===== src/rtl/ws2812_decoder.sv =====
// ws2812_decoder: decodes a WS2812 single-wire serial stream into 24-bit colour words.
//
// A pulse on DIN is classified by its high time: glitch (< T_HMIN), bit 0
// (< T_TH), bit 1 (<= T_HMAX) or overlong (> T_HMAX). A low run of TR cycles
// is a frame reset gap. After reset or any protocol error the decoder waits
// in SYNC for a full gap before it decodes again.
//
// Ports:
//   CLK          system clock (50 MHz)
//   RST          synchronous active-high reset
//   DIN          asynchronous serial data line
//   color        last decoded word, first received bit in color[23]
//   color_valid  one-cycle strobe, color updated in the same cycle
//   pixel_count  words since the last frame_end, saturating at 255
//   frame_end    one-cycle strobe on a reset gap that follows activity
//   err          one-cycle strobe on a protocol violation
module ws2812_decoder #(
    parameter int unsigned T_TH   = 31,
    parameter int unsigned T_HMIN = 8,
    parameter int unsigned T_HMAX = 60,
    parameter int unsigned TR     = 2560
) (
    input  logic        CLK,
    input  logic        RST,
    input  logic        DIN,
    output logic [23:0] color,
    output logic        color_valid,
    output logic [7:0]  pixel_count,
    output logic        frame_end,
    output logic        err
);

    localparam logic [6:0]  HTh   = 7'(T_TH);
    localparam logic [6:0]  HMin  = 7'(T_HMIN);
    localparam logic [6:0]  HMax  = 7'(T_HMAX);
    localparam logic [11:0] TrCnt = 12'(TR);
    localparam logic [11:0] TrM1  = 12'(TR - 1);

    typedef enum logic [1:0] {StSync, StLow, StHigh} state_e;

    state_e state_q, state_d;

    // din_d is din_s one cycle late (edge detection), not a next-state value.
    logic din_meta, din_s, din_d;

    logic [11:0] low_cnt_q,  low_cnt_d;
    logic [6:0]  high_cnt_q, high_cnt_d;
    logic [4:0]  bit_cnt_q,  bit_cnt_d;
    logic [22:0] shift_q,    shift_d;

    logic [23:0] color_d;
    logic        color_valid_d;
    logic [7:0]  pixel_count_d;
    logic        frame_end_d;
    logic        err_d;

    logic        bit_val;
    logic [23:0] word;

    // Two-flop synchronizer plus one delay stage for edge detection.
    always_ff @(posedge CLK) begin
        if (RST) begin
            din_meta <= 1'b0;
            din_s    <= 1'b0;
            din_d    <= 1'b0;
        end else begin
            din_meta <= DIN;
            din_s    <= din_meta;
            din_d    <= din_s;
        end
    end

    // State register.
    always_ff @(posedge CLK) begin
        if (RST) begin
            state_q <= StSync;
        end else begin
            state_q <= state_d;
        end
    end

    // Next-state logic.
    always_comb begin
        state_d = state_q;
        case (state_q)
            StSync: begin
                if (!din_s && low_cnt_q == TrM1) begin
                    state_d = StLow;
                end
            end
            StLow: begin
                if (din_s && !din_d) begin
                    state_d = StHigh;
                end
            end
            StHigh: begin
                if (din_s) begin
                    // One more high cycle would exceed the legal maximum.
                    if (high_cnt_q >= HMax) begin
                        state_d = StSync;
                    end
                end else if (high_cnt_q < HMin) begin
                    state_d = StSync;
                end else begin
                    state_d = StLow;
                end
            end
            default: state_d = StSync;
        endcase
    end

    assign bit_val = (high_cnt_q >= HTh);
    assign word    = {shift_q, bit_val};

    // Datapath and strobe outputs.
    always_comb begin
        low_cnt_d     = low_cnt_q;
        high_cnt_d    = high_cnt_q;
        bit_cnt_d     = bit_cnt_q;
        shift_d       = shift_q;
        color_d       = color;
        color_valid_d = 1'b0;
        frame_end_d   = 1'b0;
        err_d         = 1'b0;
        // pixel_count drops to zero the cycle after the frame_end strobe.
        pixel_count_d = frame_end ? 8'd0 : pixel_count;

        case (state_q)
            StSync: begin
                high_cnt_d = 7'd0;
                bit_cnt_d  = 5'd0;
                if (din_s) begin
                    low_cnt_d = 12'd0;
                end else if (low_cnt_q == TrM1) begin
                    // Enter LOW already saturated so this gap cannot raise frame_end.
                    low_cnt_d = TrCnt;
                end else if (low_cnt_q != TrCnt) begin
                    low_cnt_d = low_cnt_q + 12'd1;
                end
            end
            StLow: begin
                if (din_s && !din_d) begin
                    low_cnt_d  = 12'd0;
                    high_cnt_d = 7'd1;
                end else if (!din_s) begin
                    if (low_cnt_q != TrCnt) begin
                        low_cnt_d = low_cnt_q + 12'd1;
                    end
                    if (low_cnt_q == TrM1 && (pixel_count != 8'd0 || bit_cnt_q != 5'd0)) begin
                        frame_end_d = 1'b1;
                        err_d       = (bit_cnt_q != 5'd0);
                        bit_cnt_d   = 5'd0;
                    end
                end
            end
            StHigh: begin
                if (din_s) begin
                    if (high_cnt_q != 7'h7f) begin
                        high_cnt_d = high_cnt_q + 7'd1;
                    end
                    if (high_cnt_q >= HMax) begin
                        err_d     = 1'b1;
                        bit_cnt_d = 5'd0;
                    end
                end else if (high_cnt_q < HMin) begin
                    err_d     = 1'b1;
                    bit_cnt_d = 5'd0;
                end else if (bit_cnt_q == 5'd23) begin
                    color_d       = word;
                    color_valid_d = 1'b1;
                    bit_cnt_d     = 5'd0;
                    if (pixel_count != 8'hff) begin
                        pixel_count_d = pixel_count + 8'd1;
                    end
                end else begin
                    shift_d   = word[22:0];
                    bit_cnt_d = bit_cnt_q + 5'd1;
                end
            end
            default: begin
                low_cnt_d  = 12'd0;
                high_cnt_d = 7'd0;
                bit_cnt_d  = 5'd0;
            end
        endcase
    end

    // Datapath and output registers.
    always_ff @(posedge CLK) begin
        if (RST) begin
            low_cnt_q   <= 12'd0;
            high_cnt_q  <= 7'd0;
            bit_cnt_q   <= 5'd0;
            shift_q     <= 23'd0;
            color       <= 24'd0;
            color_valid <= 1'b0;
            pixel_count <= 8'd0;
            frame_end   <= 1'b0;
            err         <= 1'b0;
        end else begin
            low_cnt_q   <= low_cnt_d;
            high_cnt_q  <= high_cnt_d;
            bit_cnt_q   <= bit_cnt_d;
            shift_q     <= shift_d;
            color       <= color_d;
            color_valid <= color_valid_d;
            pixel_count <= pixel_count_d;
            frame_end   <= frame_end_d;
            err         <= err_d;
        end
    end

endmodule


===== config.mk =====
export PLATFORM = sky130hd
export DESIGN_NAME = ws2812_decoder
export DESIGN_NICKNAME = d
export VERILOG_FILES = /design/src/rtl/ws2812_decoder.sv
export SDC_FILE = /design/constraint.sdc
export NUM_CORES = 1
export LEC_CHECK = 0
export CAP_MARGIN = 15
export CORE_ASPECT_RATIO = 1.75
export CORE_MARGIN = 2
export CORE_UTILIZATION = 51
export DETAILED_ROUTE_END_ITERATION = 8
export PLACE_DENSITY = 0.75
export SYNTH_ARGS = -nofsm -noshare
export SYNTH_HDL_FRONTEND = slang
export SYNTH_SLANG_ARGS = --single-unit

===== constraint.sdc =====
create_clock -name CLK -period 1.75 [get_ports CLK]
set_input_delay 0.2625 -clock CLK [delete_from_list [all_inputs] [get_ports CLK]]
set_output_delay 0.2625 -clock CLK [all_outputs]
set_load 0.02 [all_outputs]

# After elaboration in Yosys (flattened, before gate mapping)
# Cells that the tools add are included.
dict set report word_totals {
  reg_bits 87
  in_bits 3
  wordCells 97
  out_inout_bits 35
}
dict set report op_classes {
  reduce_logical 17
  eq_ne 16
  addsub 4
  bitwise_logic 5
  mux 39
  order_cmp 3
}
# cell count
set ops {}
lappend ops {{$mux W12} 5}
lappend ops {{$mux W8} 6}
lappend ops {{$pmux W12 S3} 1}
lappend ops {{$mux W5} 7}
lappend ops {{$mux W7} 3}
lappend ops {{$ne A2 B2 Y1 const B} 7}
lappend ops {{$pmux W7 S2} 1}
lappend ops {{$add A12 B1 Y12 const B} 1}
lappend ops {{$eq A12 B12 Y1 const B} 1}
lappend ops {{$ne A12 B12 Y1 const B} 1}
lappend ops {{$reduce_and A4 Y1} 3}
lappend ops {{$pmux W5 S2} 1}
lappend ops {{$mux W1} 9}
lappend ops {{$add A8 B1 Y8 const B} 1}
lappend ops {{$mux W2} 4}
lappend ops {{$ne A8 B8 Y1 const B} 1}
lappend ops {{$reduce_bool A8 Y1} 1}
lappend ops {{$reduce_or A4 Y1} 2}
lappend ops {{$add A7 B1 Y7 const B} 1}
lappend ops {{$ge A7 B5 Y1 const B} 1}
lappend ops {{$ge A7 B6 Y1 const B} 1}
lappend ops {{$lt A7 B4 Y1 const B} 1}
lappend ops {{$ne A7 B7 Y1 const B} 1}
lappend ops {{$ne A3 B3 Y1 const B} 2}
lappend ops {{other kinds (14)} 22}

# Depth between registers and ports, before layout
dict set report depth {
  word_depth 7
  ltp_mapped 9
  ltp_nobuf 7
}

# Worst setup path after synthesis
# No wires, ideal clock.
dict set report synth_path {
  path_type {register to register}
  from {reg state_q[1]}
  to {reg low_cnt_q[5]}
  period_less_slack_ns 1.918
  required_ns 1.676
  n_path_buf 2
  path_stages_with_launch 10
  arrival_ns 1.844
  path_slack_ns -0.168
  setup_ns 0.074
  cell_sequence {dfxtp_1 inv_1 ha_1 buf_2 nor2_1 or3_1 clkbuf_1 a211oi_2 o21ai_0 a31oi_1}
}
dict set report synth_via {
  elab_chain_cells 3
  elab_cells_between_ends 7
  cone_classes {eq/ne: 3; mux: 1; bitwise: 1; reduce/logical: 2}
}
# element line
set synth_lines {}
lappend synth_lines {{from (decl)} 41} ;# state_e state_q, state_d;
lappend synth_lines {{from (signal assigned)} 76} ;# state_q <= StSync;
lappend synth_lines {{from (signal assigned)} 78} ;# state_q <= state_d;
lappend synth_lines {{$eq A2 B1 Y1 / $eq A2 B2 Y1 (equally long branches)} 128} ;# case (state_q)
lappend synth_lines {{$ne A3 B3 Y1 (no source line) / $not A1 Y1 (equally long branches)} --}
lappend synth_lines {{$reduce_and A2 Y1 (no source line)} --}
lappend synth_lines {{to (signal assigned)} 201} ;# low_cnt_q <= low_cnt_d;
lappend synth_lines {{to (decl)} 46} ;# logic [11:0] low_cnt_q, low_cnt_d;
# Parallel ways exist; a longest one is shown, timed or not.
# A chain may end at the register's enable or synchronous reset.

# Worst setup path after layout
dict set report layout_path {
  from {reg low_cnt_q[11]}
  to {reg bit_cnt_q[0]}
}
dict set report layout_via {
  elab_chain_cells 4
}
# element line
set layout_lines {}
lappend layout_lines {{$eq A12 B12 Y1} 149} ;# if (low_cnt_q == TrM1 && (pixel_count != 8'd0 || bit_cnt_q != 5'd0)) begin
lappend layout_lines {{$logic_and A1 B1 Y1} 149}
lappend layout_lines {{$ne A2 B2 Y1 (no source line)} --}
lappend layout_lines {{$reduce_and A4 Y1 (no source line)} --}
lappend layout_lines {{to (signal assigned)} 203} ;# bit_cnt_q <= bit_cnt_d;
lappend layout_lines {{to (decl)} 48} ;# logic [4:0] bit_cnt_q, bit_cnt_d;
# No other way between the ends.

==> flow_metrics.env <==
export IMPL_whs_path_depth=2
export IMPL_initial_utilization_pct=52.2
export IMPL_drtAntennaViolNets=0
export IMPL_syn_inst=486
export IMPL_timing_final_ws_setup_ns=-0.231
export IMPL_grt_usage_pct=25.4
export IMPL_synth_edf_count=0
export IMPL_die_x_um=70.3
export IMPL_async_flop_share_pct=0
export IMPL_yosysWarnings=0
export IMPL_ctsHoldBuffers=0
export IMPL_wire_per_inst_um=18.2
export IMPL_setup_violations=53
export IMPL_reg2reg_from="low_cnt_q[11]$_SDFFE_PP0P_"
export IMPL_p_seq_share_pct=41.8
export IMPL_die_h_um=120
export IMPL_cp_top_family="simple AND/OR/NAND/NOR gates"
export IMPL_fin_nets=620
export IMPL_p_sw_uw=1310
export IMPL_n_antenna_cell=0
export IMPL_dr_wl_met2_um=7070
export IMPL_r2r_cells=6
export IMPL_rr_endpoint="bit_cnt_q[0]$_SDFFE_PP0P_"
export IMPL_path_clk_slew_ns=0.07
export IMPL_synth_flop_cell="dfxtp_1"
export IMPL_avgViaCountPerCell=6.07
export IMPL_fmax_ghz=0.505
export IMPL_pre_cts_ws_ns=-0.204
export IMPL_p_int_uw=3570
export IMPL_vias=4235
export IMPL_wl_um=12700
export IMPL_clkPwrFrac_pct=39.7
export IMPL_core_area_sq_um=7510
export IMPL_drv_cap=0
export IMPL_hold_class="in -> reg"
export IMPL_clkLatencyLatePin_ns=0.35
export IMPL_met1_length_um=4570
export IMPL_status="finished with violations"
export IMPL_antenna_found_initial=0
export IMPL_grt_overflow=0
export IMPL_top_layer="met4"
export IMPL_ys_seq_area_share_pct=44.4
export IMPL_ys_types=61
export IMPL_hp_start="RST"
export IMPL_crit_slowest_cell="or4_4"
export IMPL_post_route_min_period_ns=1.98
export IMPL_drt_iter0_drc=367
export IMPL_maxSlewHeadroom_pct=68.5
export IMPL_crit_buf_inv=1
export IMPL_cts_max_level=3
export IMPL_drv_slew=0
export IMPL_die_area_sq_um=8440
export IMPL_skew_ns=0.00933
export IMPL_numClockSinks=87
export IMPL_placed_area_sq_um=4920
export IMPL_regToRegSetupSlack_ns=-0.23
export IMPL_rsz0062_at_grt="true"
export IMPL_synth_seq_cells=87
export IMPL_period_share_pct=113
export IMPL_drive_gt1_share_pct=31.6
export IMPL_worst_pin_slew_ns=0.468
export IMPL_dr_pass1_iters=5
export IMPL_route_met3_wl_um=530
export IMPL_worstPathRequired_ns=1.97
export IMPL_pin_count=38
export IMPL_p_leak_uw=0.00221
export IMPL_grt_pass1_vias=3840
export IMPL_finalInstanceArea_sq_um=5850
export IMPL_worstSetupPathType="reg -> reg"
export IMPL_cts_tree="built"
export IMPL_path_max_fanout=8
export IMPL_ir_worst_vdd_uv=756
export IMPL_io_buffers=37
export IMPL_synthesis_area_sq_um=3920
export IMPL_start_kind="register"
export IMPL_cts_buffer_depth=2
export IMPL_power_density_nw_per_um2=834
export IMPL_gp_congestion=0.919
export IMPL_synth_fp_nets=501
export IMPL_cp_cell_sequence="or2b_1, or4_4, a211oi_4, buf_6, mux2i_1, nor2_1"
export IMPL_synth_avg_cell_area_sq_um=8.07
export IMPL_grt_max_degree=36
export IMPL_combPwrFrac_pct=18.5
export IMPL_violations="negative setup slack"
export IMPL_dp_hpwl_um=7460
export IMPL_holdPathEnd="state_q[0]$_SDFFE_PP0P_"
export IMPL_end_kind="register"
export IMPL_max_stage_delay_ns=0.55
export IMPL_cts_buffers=9
export IMPL_syn_to_final_growth_pct=49.3
export IMPL_switching_share_pct=26.9
export IMPL_cts_root_buf="clkbuf_16"
export IMPL_num_rows=42
export IMPL_drc=0
export IMPL_grt_pass1_wl_um=17300
export IMPL_cp_arrival_ns=2.20
export IMPL_hold_viol_final=0
==> stage by stage <==
step | hold WS [ns] | util [%] | total power (uW) | TNS [ns] | instances
after CTS | 0.265 | 71.1 | 4690 | -1.23 | 678
after floorplan | 0.391 | - | 2500 | -0.867 | 486
after global routing | 0.275 | 77.9 | 5000 | -8.88 | 698
after global placement | 0.438 | 65.4 | 2680 | -3.00 | 659
final | 0.268 | 77.9 | 4880 | -5.22 | 698
after detailed placement | 0.435 | 65.4 | 2700 | -5.52 | 659
==> cell type report <==
cell class	instances	area (sq um)
multi-input cells	357	2390
flip-flops and latches	87	1760
fillers	456	1660
repair buffers	131	1230
clock buffers	9	225
well taps	88	110
inverters	19	73.8
clock inverters	7	71.3
==> cell usage after synthesis, types with 3 or more instances <==
cell | number | area, sq um
nand3b_1 | 4 | 30.0
inv_1 | 19 | 71.3
buf_2 | 6 | 30.0
and3_1 | 7 | 43.8
clkbuf_1 | 18 | 67.6
nand4_1 | 6 | 37.5
a21oi_1 | 64 | 320
nand4b_1 | 3 | 26.3
and2_1 | 4 | 25.0
nand2b_1 | 3 | 18.8
ha_1 | 12 | 150
a22o_1 | 3 | 26.3
o21ai_0 | 15 | 75.1
nor2_1 | 25 | 93.8
nand3_1 | 13 | 65.1
nand2_1 | 107 | 402
nor4_1 | 4 | 25.0
nor2b_1 | 4 | 25.0
dfxtp_1 | 87 | 1740
mux2i_1 | 4 | 40.0
or3_1 | 7 | 43.8
nor3_1 | 13 | 65.1
a31oi_1 | 8 | 50.1
==> repair_timing <==
action / 4_1_cts / 5_1_grt
buffers inserted: 3 / 14
gates cloned: 0 / 6
setup endpoints to repair: 56 / 68
pin swaps: 5 / 26
resized for setup: 29 / 76
==> worst max path at each step <==
stage / startpoint / to / cells past startpoint
after floorplan: low_cnt_q[10]$_SDFFE_PP0P_ / bit_cnt_q[0]$_SDFFE_PP0P_ / 5
after global placement: state_q[0]$_SDFFE_PP0P_ / bit_cnt_q[1]$_SDFFE_PP0P_ / 6
after detailed placement: state_q[0]$_SDFFE_PP0P_ / low_cnt_q[2]$_SDFFE_PP0P_ / 9
after CTS: low_cnt_q[11]$_SDFFE_PP0P_ / bit_cnt_q[0]$_SDFFE_PP0P_ / 6
after global routing: low_cnt_q[11]$_SDFFE_PP0P_ / bit_cnt_q[0]$_SDFFE_PP0P_ / 6
final: low_cnt_q[11]$_SDFFE_PP0P_ / bit_cnt_q[0]$_SDFFE_PP0P_ / 6
==> layer usage <==
layer,global-route usage (%),vias to the layer above
li1,-,1940
met1,25.8,2072
met2,47.5,170
met3,4.62,53
met4,14.1,0
met5,0,-
==> cells by family (layout without fill, tap and decap cells) <==
family	count (synthesis)	after routing	share of synthesized area (%)
DFF	87	87	44.4
and+or+nand+nor	215	217	26.6
AOI/OAI and AO/OA	121	121	19.1
muxes	4	4	1.02
xor gates and xnor gates	3	3	0.670
buffers and inverters	44	166	4.40
adders and majority gates	12	12	3.83
==> worst reg2reg max path, cell delays in order (launching register included) <==
cell and delay [ns]:
dfxtp_2 0.32, or2b_1 0.28, or4_4 0.55, a211oi_4 0.24, buf_6 0.16, mux2i_1 0.21, nor2_1 0.08
==> layout by cell type (no fill, tap or decap), types with 12 or more instances in the layout <==
master	n
dfxtp_1	72
buf_4	67
nor2_1	20
clkdlybuf4s50_1	36
inv_1	16
clkbuf_16	12
a21oi_1	53
nand2_1	104
dfxtp_2	15
buf_6	19
nand3_1	13
==> power groups by stage <==
| stage | registers [uW] | logic (uW) | clock network [uW] |
|---|---|---|---|
| final | 2040 | 904 | 1940 |
| after global routing | 2040 | 945 | 2010 |
| after CTS | 2040 | 711 | 1940 |
| after detailed placement | 2080 | 626 | 0 |
| after global placement | 2080 | 602 | 0 |
| after floorplan | 2090 | 411 | 0 |
==> state kept, by name, summed over array words and instances, names as in the netlist, 2 cells and up <==
signal,count
bit_cnt_q,5
color,24
high_cnt_q,7
low_cnt_q,12
pixel_count,8
shift_q,23
state_q,2
Power figures use the tool's default switching activity.
